===== config.mk =====
export PLATFORM = sky130hd
export DESIGN_NAME = alu_exec_ctrl
export DESIGN_NICKNAME = d
export VERILOG_FILES = /design/src/rtl/alu_exec_ctrl.sv
export SDC_FILE = /design/constraint.sdc
export NUM_CORES = 1
export LEC_CHECK = 0
export ABC_AREA = 0
export CAP_MARGIN = 20
export CORE_AREA = 2 2 137 139
export DETAILED_ROUTE_END_ITERATION = 6
export DIE_AREA = 0 0 139 141
export MAX_ROUTING_LAYER = met4
export PLACE_DENSITY = 0.73
export SYNTH_ARGS = -nofsm -noshare
export SYNTH_HDL_FRONTEND = slang
export SYNTH_SLANG_ARGS = --single-unit

===== constraint.sdc =====
create_clock -name clk -period 3.45 [get_ports clk]
set_clock_uncertainty 0.1 [all_clocks]
set_input_delay 0.345 -clock clk [delete_from_list [all_inputs] [get_ports clk]]
set_output_delay 0.345 -clock clk [all_outputs]
set_load 0.05 [all_outputs]

===== src/rtl/alu_exec_ctrl.sv =====
// Single-issue ALU execution controller: one-cycle decode/execute for simple ops,
// multi-cycle shift-add multiplier retiring MUL_STEP multiplier bits per clock.
module alu_exec_ctrl #(
    parameter int DATA_W   = 21,
    parameter int MUL_STEP = 1
) (
    input  logic              clk,
    input  logic              rst,
    input  logic [4:0]        op,
    input  logic [2:0]        func,
    input  logic [DATA_W-1:0] a,
    input  logic [DATA_W-1:0] b,
    input  logic              in_valid,
    output logic              in_ready,
    output logic [2:0]        alu_op,
    output logic [DATA_W-1:0] result,
    output logic              zero,
    output logic              illegal,
    output logic              out_valid,
    output logic              o_dbg_state
);

    localparam int K     = (DATA_W + MUL_STEP - 1) / MUL_STEP;
    localparam int CNT_W = $clog2(K + 1);

    localparam logic [4:0] OP_RTYPE = 5'b00000;
    localparam logic [4:0] OP_ORI   = 5'b11000;
    localparam logic [4:0] OP_SLTI  = 5'b10010;
    localparam logic [4:0] OP_ADDI  = 5'b00100;
    localparam logic [4:0] OP_LW    = 5'b01000;
    localparam logic [4:0] OP_SW    = 5'b01100;
    localparam logic [4:0] OP_J     = 5'b00111;
    localparam logic [4:0] OP_BEQ   = 5'b01111;

    localparam logic [2:0] ALU_ADD = 3'b000;
    localparam logic [2:0] ALU_SUB = 3'b001;
    localparam logic [2:0] ALU_AND = 3'b010;
    localparam logic [2:0] ALU_OR  = 3'b011;
    localparam logic [2:0] ALU_SLT = 3'b100;
    localparam logic [2:0] ALU_MUL = 3'b101;
    localparam logic [2:0] ALU_ILL = 3'b111;

    typedef enum logic {
        S_IDLE = 1'b0,
        S_MUL  = 1'b1
    } state_t;

    state_t              r_state;
    state_t              w_state_nxt;
    logic [2:0]          r_alu_op;
    logic [DATA_W-1:0]   r_result;
    logic                r_zero;
    logic                r_illegal;
    logic                r_out_valid;
    logic [DATA_W-1:0]   r_acc;
    logic [DATA_W-1:0]   r_mcand;
    logic [DATA_W-1:0]   r_mplier;
    logic [CNT_W-1:0]    r_cnt;

    logic [2:0]          w_dec;
    logic [DATA_W-1:0]   w_res;
    logic [DATA_W-1:0]   w_pp;
    logic [DATA_W-1:0]   w_acc_nxt;
    logic                w_accept;
    logic                w_is_mul;
    logic                w_last;

    // Handshake: a request transfers on a rising edge where in_valid and in_ready
    // are both 1; in_ready is 1 exactly while idle, so in_valid is ignored when busy.
    assign in_ready    = (r_state == S_IDLE);
    assign w_accept    = in_valid && in_ready;
    assign w_is_mul    = (w_dec == ALU_MUL);
    assign w_last      = (r_cnt == CNT_W'(K - 1));
    assign w_acc_nxt   = r_acc + w_pp;

    assign alu_op      = r_alu_op;
    assign result      = r_result;
    assign zero        = r_zero;
    assign illegal     = r_illegal;
    assign out_valid   = r_out_valid;
    assign o_dbg_state = r_state;

    always_comb begin
        w_dec = ALU_ADD;
        if (op == OP_RTYPE) begin
            case (func)
                3'b010:  w_dec = ALU_ADD;
                3'b001:  w_dec = ALU_SUB;
                3'b011:  w_dec = ALU_AND;
                3'b100:  w_dec = ALU_MUL;
                default: w_dec = ALU_ILL;
            endcase
        end else begin
            case (op)
                OP_ORI:                      w_dec = ALU_OR;
                OP_SLTI:                     w_dec = ALU_SLT;
                OP_BEQ:                      w_dec = ALU_SUB;
                OP_ADDI, OP_LW, OP_SW, OP_J: w_dec = ALU_ADD;
                default:                     w_dec = ALU_ADD;
            endcase
        end
    end

    always_comb begin
        w_res = '0;
        case (w_dec)
            ALU_ADD: w_res = a + b;
            ALU_SUB: w_res = a - b;
            ALU_AND: w_res = a & b;
            ALU_OR:  w_res = a | b;
            ALU_SLT: w_res = ($signed(a) < $signed(b)) ? DATA_W'(1) : '0;
            default: w_res = '0;
        endcase
    end

    // Multiplier bits shifted past the top arrive as zeros, which covers a short final step.
    always_comb begin
        w_pp = '0;
        for (int i = 0; i < MUL_STEP; i++) begin
            if (r_mplier[i]) begin
                w_pp = w_pp + (r_mcand << i);
            end
        end
    end

    always_ff @(posedge clk or posedge rst) begin
        if (rst) begin
            r_state <= S_IDLE;
        end else begin
            r_state <= w_state_nxt;
        end
    end

    always_comb begin
        w_state_nxt = r_state;
        case (r_state)
            S_IDLE: begin
                if (w_accept && w_is_mul) begin
                    w_state_nxt = S_MUL;
                end
            end
            S_MUL: begin
                if (w_last) begin
                    w_state_nxt = S_IDLE;
                end
            end
            default: w_state_nxt = S_IDLE;
        endcase
    end

    always_ff @(posedge clk or posedge rst) begin
        if (rst) begin
            r_alu_op    <= ALU_ADD;
            r_result    <= '0;
            r_zero      <= 1'b1;
            r_illegal   <= 1'b0;
            r_out_valid <= 1'b0;
            r_acc       <= '0;
            r_mcand     <= '0;
            r_mplier    <= '0;
            r_cnt       <= '0;
        end else begin
            r_out_valid <= 1'b0;
            if (w_accept) begin
                r_alu_op <= w_dec;
                if (w_is_mul) begin
                    r_acc    <= '0;
                    r_mcand  <= a;
                    r_mplier <= b;
                    r_cnt    <= '0;
                end else begin
                    r_result    <= w_res;
                    r_zero      <= (w_res == '0);
                    r_illegal   <= (w_dec == ALU_ILL);
                    r_out_valid <= 1'b1;
                end
            end else if (r_state == S_MUL) begin
                r_mcand  <= r_mcand << MUL_STEP;
                r_mplier <= r_mplier >> MUL_STEP;
                if (w_last) begin
                    r_result    <= w_acc_nxt;
                    r_zero      <= (w_acc_nxt == '0);
                    r_illegal   <= 1'b0;
                    r_out_valid <= 1'b1;
                    r_acc       <= '0;
                    r_cnt       <= '0;
                end else begin
                    r_acc <= w_acc_nxt;
                    r_cnt <= r_cnt + CNT_W'(1);
                end
            end
        end
    end

endmodule


=== After elaboration in Yosys (flattened, before gate mapping) ===
Cells that the tools add are included.

* Add/subtract/negate cells: 4
* Multipliers: 0
* Divide/modulo/power cells: 0
* Magnitude comparators: 1
* Equality and inequality tests: 16
* Shifts and indexed selects: 0
* Muxes and demuxes: 39
* Bitwise operators: 3
* Reduce and logical (&&, ||, !) cells: 10

{| class="wikitable"
|+ Operators with widths
! operator !! number
|-
| two-way mux 21 bit || 15
|-
| one-hot mux 21 bit (5 select lines) || 1
|-
| adder 21 bit || 2
|-
| logical NOT 21 bit || 2
|-
| bitwise AND 21 bit || 1
|-
| < comparator 21 bit || 1
|-
| OR 21 bit || 1
|-
| subtractor 21 bit || 1
|-
| two-way mux 5 bit || 4
|-
| == test 5 bit (second input constant) || 3
|-
| two-way mux 1 bit || 15
|-
| == test 3 x 2 -> 1 bit (second input constant) || 4
|-
| == test 3 bit (second input constant) || 4
|-
| one-hot mux 3 bit (4 select lines) || 1
|-
| one-hot mux 3 bit (3 select lines) || 1
|-
| == test 3 x 1 -> 1 bit (second input constant) || 2
|-
| adder 5 x 1 -> 5 bit (second input constant) || 1
|-
| == test 5 x 4 -> 1 bit (second input constant) || 1
|-
| logical NOT 5 bit || 1
|-
| nonzero test 2 bit || 2
|-
| logical NOT 3 bit || 1
|-
| two-way mux 3 bit || 1
|-
| AND reduction 3 bit || 1
|-
| logical AND 1 bit || 2
|-
| other kinds (5) || 5
|}

* Bits in registers: 96
* Latch bits: 0
* Bits in writable memories: 0
* ROM bits: 0
* Input port bits: 53
* Word-level logic and storage cells: 83
* Memories: 0

=== Logic depth before layout (Yosys ltp) ===
* Depth in word-level cells: 8
* Gate-level depth with buffers: 14
* Depth with buffers taken out: 14

=== Worst setup path before layout ===
No wires, ideal clock.

* Path kind: reg2reg
* Start: register r_mcand[0]
* End: register r_zero, in the netlist zero
* Arrival: 3118 ps
* Required time: 3259 ps
* Path slack: 141 ps
* Stages on the path, launching flop included: 14
* Path buffers: 0
* Path through: dfrtp_1 and2_1 ha_1 fa_1 a211oi_2 o21ai_2 and4_2 o31ai_1 a211oi_1 o21a_1 o41ai_1 xnor2_1 nand4_1 o31ai_1

* Cells in the longest elaborated chain, start to end: 6

{| class="wikitable"
|+ Ends and longest elaborated chain
! element !! RTL line !! text
|-
| from (decl) || 56 || <nowiki>logic [DATA_W-1:0] r_mcand;</nowiki>
|-
| from (signal assigned) || 178 || <nowiki>r_mcand <= r_mcand << MUL_STEP;</nowiki>
|-
| two-way mux 21 bit || 120 || <nowiki>if (r_mplier[i]) begin</nowiki>
|-
| adder 21 bit || 74 || <nowiki>assign w_acc_nxt = r_acc + w_pp;</nowiki>
|-
| logical NOT 21 bit || 182 || <nowiki>r_zero <= (w_acc_nxt == '0);</nowiki>
|-
| two-way mux 1 bit || 180 || <nowiki>if (w_last) begin</nowiki>
|-
| two-way mux 1 bit || 177 || <nowiki>end else if (r_state == S_MUL) begin</nowiki>
|-
| two-way mux 1 bit || 164 || <nowiki>if (w_accept) begin</nowiki>
|-
| to (signal assigned) || 173 || <nowiki>r_zero <= (w_res == '0);</nowiki>
|-
| to (signal assigned) || 182 ||
|-
| to (decl) || 52 || <nowiki>logic r_zero;</nowiki>
|}

No other way between the ends. The select of a mux whose other input is x is not followed.
A chain may end at the register's enable or synchronous reset.

=== Final worst setup path ===
* Start: register r_mplier[0]
* End: register r_zero, in the netlist zero

* Cells in the longest elaborated chain, start to end: 6

{| class="wikitable"
|+ Ends and longest elaborated chain
! element !! RTL line !! text
|-
| from (decl) || 57 || <nowiki>logic [DATA_W-1:0] r_mplier;</nowiki>
|-
| from (signal assigned) || 179 || <nowiki>r_mplier <= r_mplier >> MUL_STEP;</nowiki>
|-
| two-way mux 21 bit || 120 ||
|-
| adder 21 bit || 74 ||
|-
| logical NOT 21 bit || 182 ||
|-
| two-way mux 1 bit || 180 ||
|-
| two-way mux 1 bit || 177 ||
|-
| two-way mux 1 bit || 164 ||
|}

No other way between the ends. The select of a mux whose other input is x is not followed.

==> impl_metrics.yaml <==
run_status:
  outcome: "complete, but fails checks"
  violations: "setup timing"
die:
  dieHeight_um: 141
  rows: 50
  core_um2: 18270
  initial_core_util_pct: 48.83
  die-area_um2: 19600
  ios: 82
  die_w_um: 139
placement:
  hpwl_um: 23900
  place.gp.congestion: 0.9844
  place_inst: 1602
  io_buffers: 81
sta:
  fmax_mhz: 289.6
  rsz0062_at_grt: "true"
  hold_viol: 0
  tightest_slew_ns: 0.6807
  relSlewSlack_pct: 54.04
  fin_tns_setup_ns: -0.003247
  timing.final.crit_period_ns: 3.453
  whs_ns: 0.2597
  fin_crit_sh_pct: 100.1
  setup_viol_count_final: 1
  slew_violations: 0
  fin_ws_ns: -0.003247
synthesis:
  syn_area_per_cell_um2: 8.161
  synth_edf_count: 0
  yosysWarnings: 0
  synth_nets: 1237
  yosys.area.top_type: "dfrtp_1"
  synth_top_cells_by_area: "dfrtp_1 27%, ha_1 12%, o21ai_0 6.3%"
  syn_inst: 1093
  syn_area_um2: 8920
  seq_area_frac_synth_pct: 26.95
  async_flop_share_pct: 100.0
  ys_ff_latch: 96
  ys.flop_type: "dfrtp_1"
  yosys.cell_types.count: 88
  netlist.area_leader.share_pct: 26.65
global_route:
  grt_util_met1_pct: 42.99
  grt_overflow_total: 0
  grt-busiest-layer: "met2"
  use_met3_pct: 3.227
  grt_max_degree: 52
  grt_pass1_wl_um: 47970
  first_global_vias: 9077
  use_met2_pct: 51.59
  antenna_found_initial: 0
  grt_use_total_pct: 31.60
pwr:
  peakVddDrop_v: 0.0003035
  leakagePower_nw: 6.005
  powerDensity_nw_per_um2: 343.8
  power_mw: 4.216
detailed_routing:
  wirelength_um: 30160
  post_drt_wl_per_cell_um: 18.61
  viasPerCell: 5.739
  drc: 0
  drtIter0Drc: 762
  vias: 9303
  postRouteAntennaNets: 0
  drtPass1Iterations: 5
critical_path:
  cp_data_arrival_time_ns: 3.62
  end_kind: "register"
  crit_type: "register to register"
  worstPathRequired_ns: 3.62
  crit_path_max_fanout: 2
  r2r_slack_ns: -0.003
  r2r_cells: 14
  reg2reg_from: "r_mplier[0]"
  r2r-end: "zero"
  start_kind: "register"
min_path:
  hp-class: "input pin to asynchronous set/reset pin"
layout:
  final_cells: 1621
  diodes: 0
  area_delta_synth_final_pct: 37.51
  drive_gt1_share_pct: 24.37
  fillers: 1568
  fin_nets: 1526
clocking:
  cts_tree: "yes"
  clk_pin_slew_ns: 0.08
  clk_path_buf_depth: 2
  clockRootBuffer: "clkbuf_16"
  cts.sinks: 96
  numCtsBuffers: 9
  htreeDepth: 3
  clock_latency_ns: 0.36
job:
  drv_cap: 0
[cells by family after synthesis]
logic type	share of synthesized area, %
flops	26.95
mux	5.400
buf+inv	6.242
simple gates	18.80
compound gates	26.85
xor+xnor	2.749
fa+ha+maj	13.02
[stage by stage]
step	area [um2]	util (%)	setup slack (ns)
detailed placement	11730	64.23	-0.4473
CTS	12100	66.26	-0.1764
global placement	11730	64.23	-0.4770
finish	12270	67.14	-0.003247
floorplan	8920	-	0.1410
global route	12270	67.14	-0.1623
[timing repair]
| item | in CTS | in global routing |
|---|---|---|
| endpoints found under the setup margin | 2 | 11 |
| hold buffers | 0 | 0 |
| pin swaps | 12 | 11 |
| setup buffers | 2 | 1 |
| gates resized for setup | 11 | 37 |
[final cells by class]
type                       count  area [um2]  share of cell area, %
clock buffer                  10       239.0                  1.948
tap                          234       292.8                  2.387
multi-input combinational    860        6191                  50.47
clock inverter                 6       57.56                 0.4692
sequential                    96        2404                  19.60
inverter                      78       295.3                  2.407
timing repair buffer         337        2786                  22.72
[how the worst max path moves through the flow]
stage	startpoint	to	slack, ns	cells past startpoint
final	r_mplier[0]	zero	-0.003	14
after global routing	r_mcand[0]	zero	-0.16	14
after CTS	r_mcand[0]	zero	-0.18	14
after detailed placement	a[12]	zero	-0.45	15
after global placement	a[12]	zero	-0.48	15
after floorplan	r_mcand[0]	zero	0.14	13
[synth_stat cells, types with 5 or more instances]
cell type  instances
a221o_1            7
nand2_1          133
o31a_1             6
ha_1              88
o221ai_1           8
xor2_1             8
inv_1             77
mux2i_1           47
nor2b_1           13
a211oi_1          13
a21oi_1           65
o21bai_1           8
nor3_1            17
o21ai_0          113
clkbuf_1          42
o21a_1            12
buf_2             12
o2111ai_1          5
a31oi_1            7
nand4_1           10
and2_1            26
o211ai_1           7
and3_1             5
a221oi_1          10
a21o_1            13
xnor2_1           20
dfrtp_1           95
a22o_1            14
nand2b_1          11
or2_2              5
nor2_1            69
nand3_1           13
nor4_1             9
o31ai_1           10
[cell usage in the layout, fill, tap and decap left out, types with 6 or more instances in the layout]
| master | n |
|---|---|
| buf_4 | 251 |
| nand2_1 | 133 |
| o21ai_0 | 107 |
| dfrtp_1 | 95 |
| ha_1 | 86 |
| clkdlybuf4s50_1 | 81 |
| inv_1 | 75 |
| nor2_1 | 66 |
| a21oi_1 | 61 |
| mux2i_1 | 47 |
| and2_1 | 24 |
| xnor2_1 | 16 |
| nor3_1 | 16 |
| a22o_1 | 14 |
| a21o_1 | 13 |
| nand3_1 | 13 |
| o21a_1 | 12 |
| nand2b_1 | 11 |
| nor2b_1 | 11 |
| nand4_1 | 10 |
| a211oi_1 | 10 |
| o21ai_1 | 9 |
| o31ai_1 | 9 |
| clkbuf_16 | 9 |
| o21bai_1 | 8 |
| xor2_1 | 7 |
| o211ai_1 | 7 |
| a31oi_1 | 7 |
| a221o_1 | 7 |
| a221oi_1 | 7 |
| o31a_1 | 6 |
| nor4_1 | 6 |
| o221ai_1 | 6 |
[flip-flops by register name, indices dropped and copies added, names as in the netlist]
name,count
illegal,1
o_dbg_state,1
r_acc,21
out_valid,1
r_mplier,21
result,21
zero,1
alu_op,3
r_cnt,5
r_mcand,21
[routing by layer]
layer | up-vias | part of all wire, % | wire [um]
met3 | 40 | 5.3 | 1589
li1 | 4513 | - | -
met1 | 4465 | 46 | 13850
met4 | 0 | 1.8 | 552
met2 | 285 | 47 | 14170
met5 | - | 0 | 0
[report_power, final]
group	total, mW	switching (mW)	internal [mW]
Sequential	1.39	0.106	1.28
Combinational	1.78	0.990	0.790
Clock	1.05	0.519	0.529
[worst max-delay path: stages (launching register included)]
cell and delay, ns:
dfrtp_1 0.39, and2_4 0.15, ha_4 0.17, fa_2 0.37, a211oi_4 0.25, o21ai_2 0.13, a31oi_4 0.21, xnor2_2 0.11
or4_1 0.42, nor4_1 0.18, buf_4 0.16, nand4b_1 0.11, nor4_2 0.19, nand4_1 0.17, o31ai_1 0.24
Power figures use the tool's default switching activity.
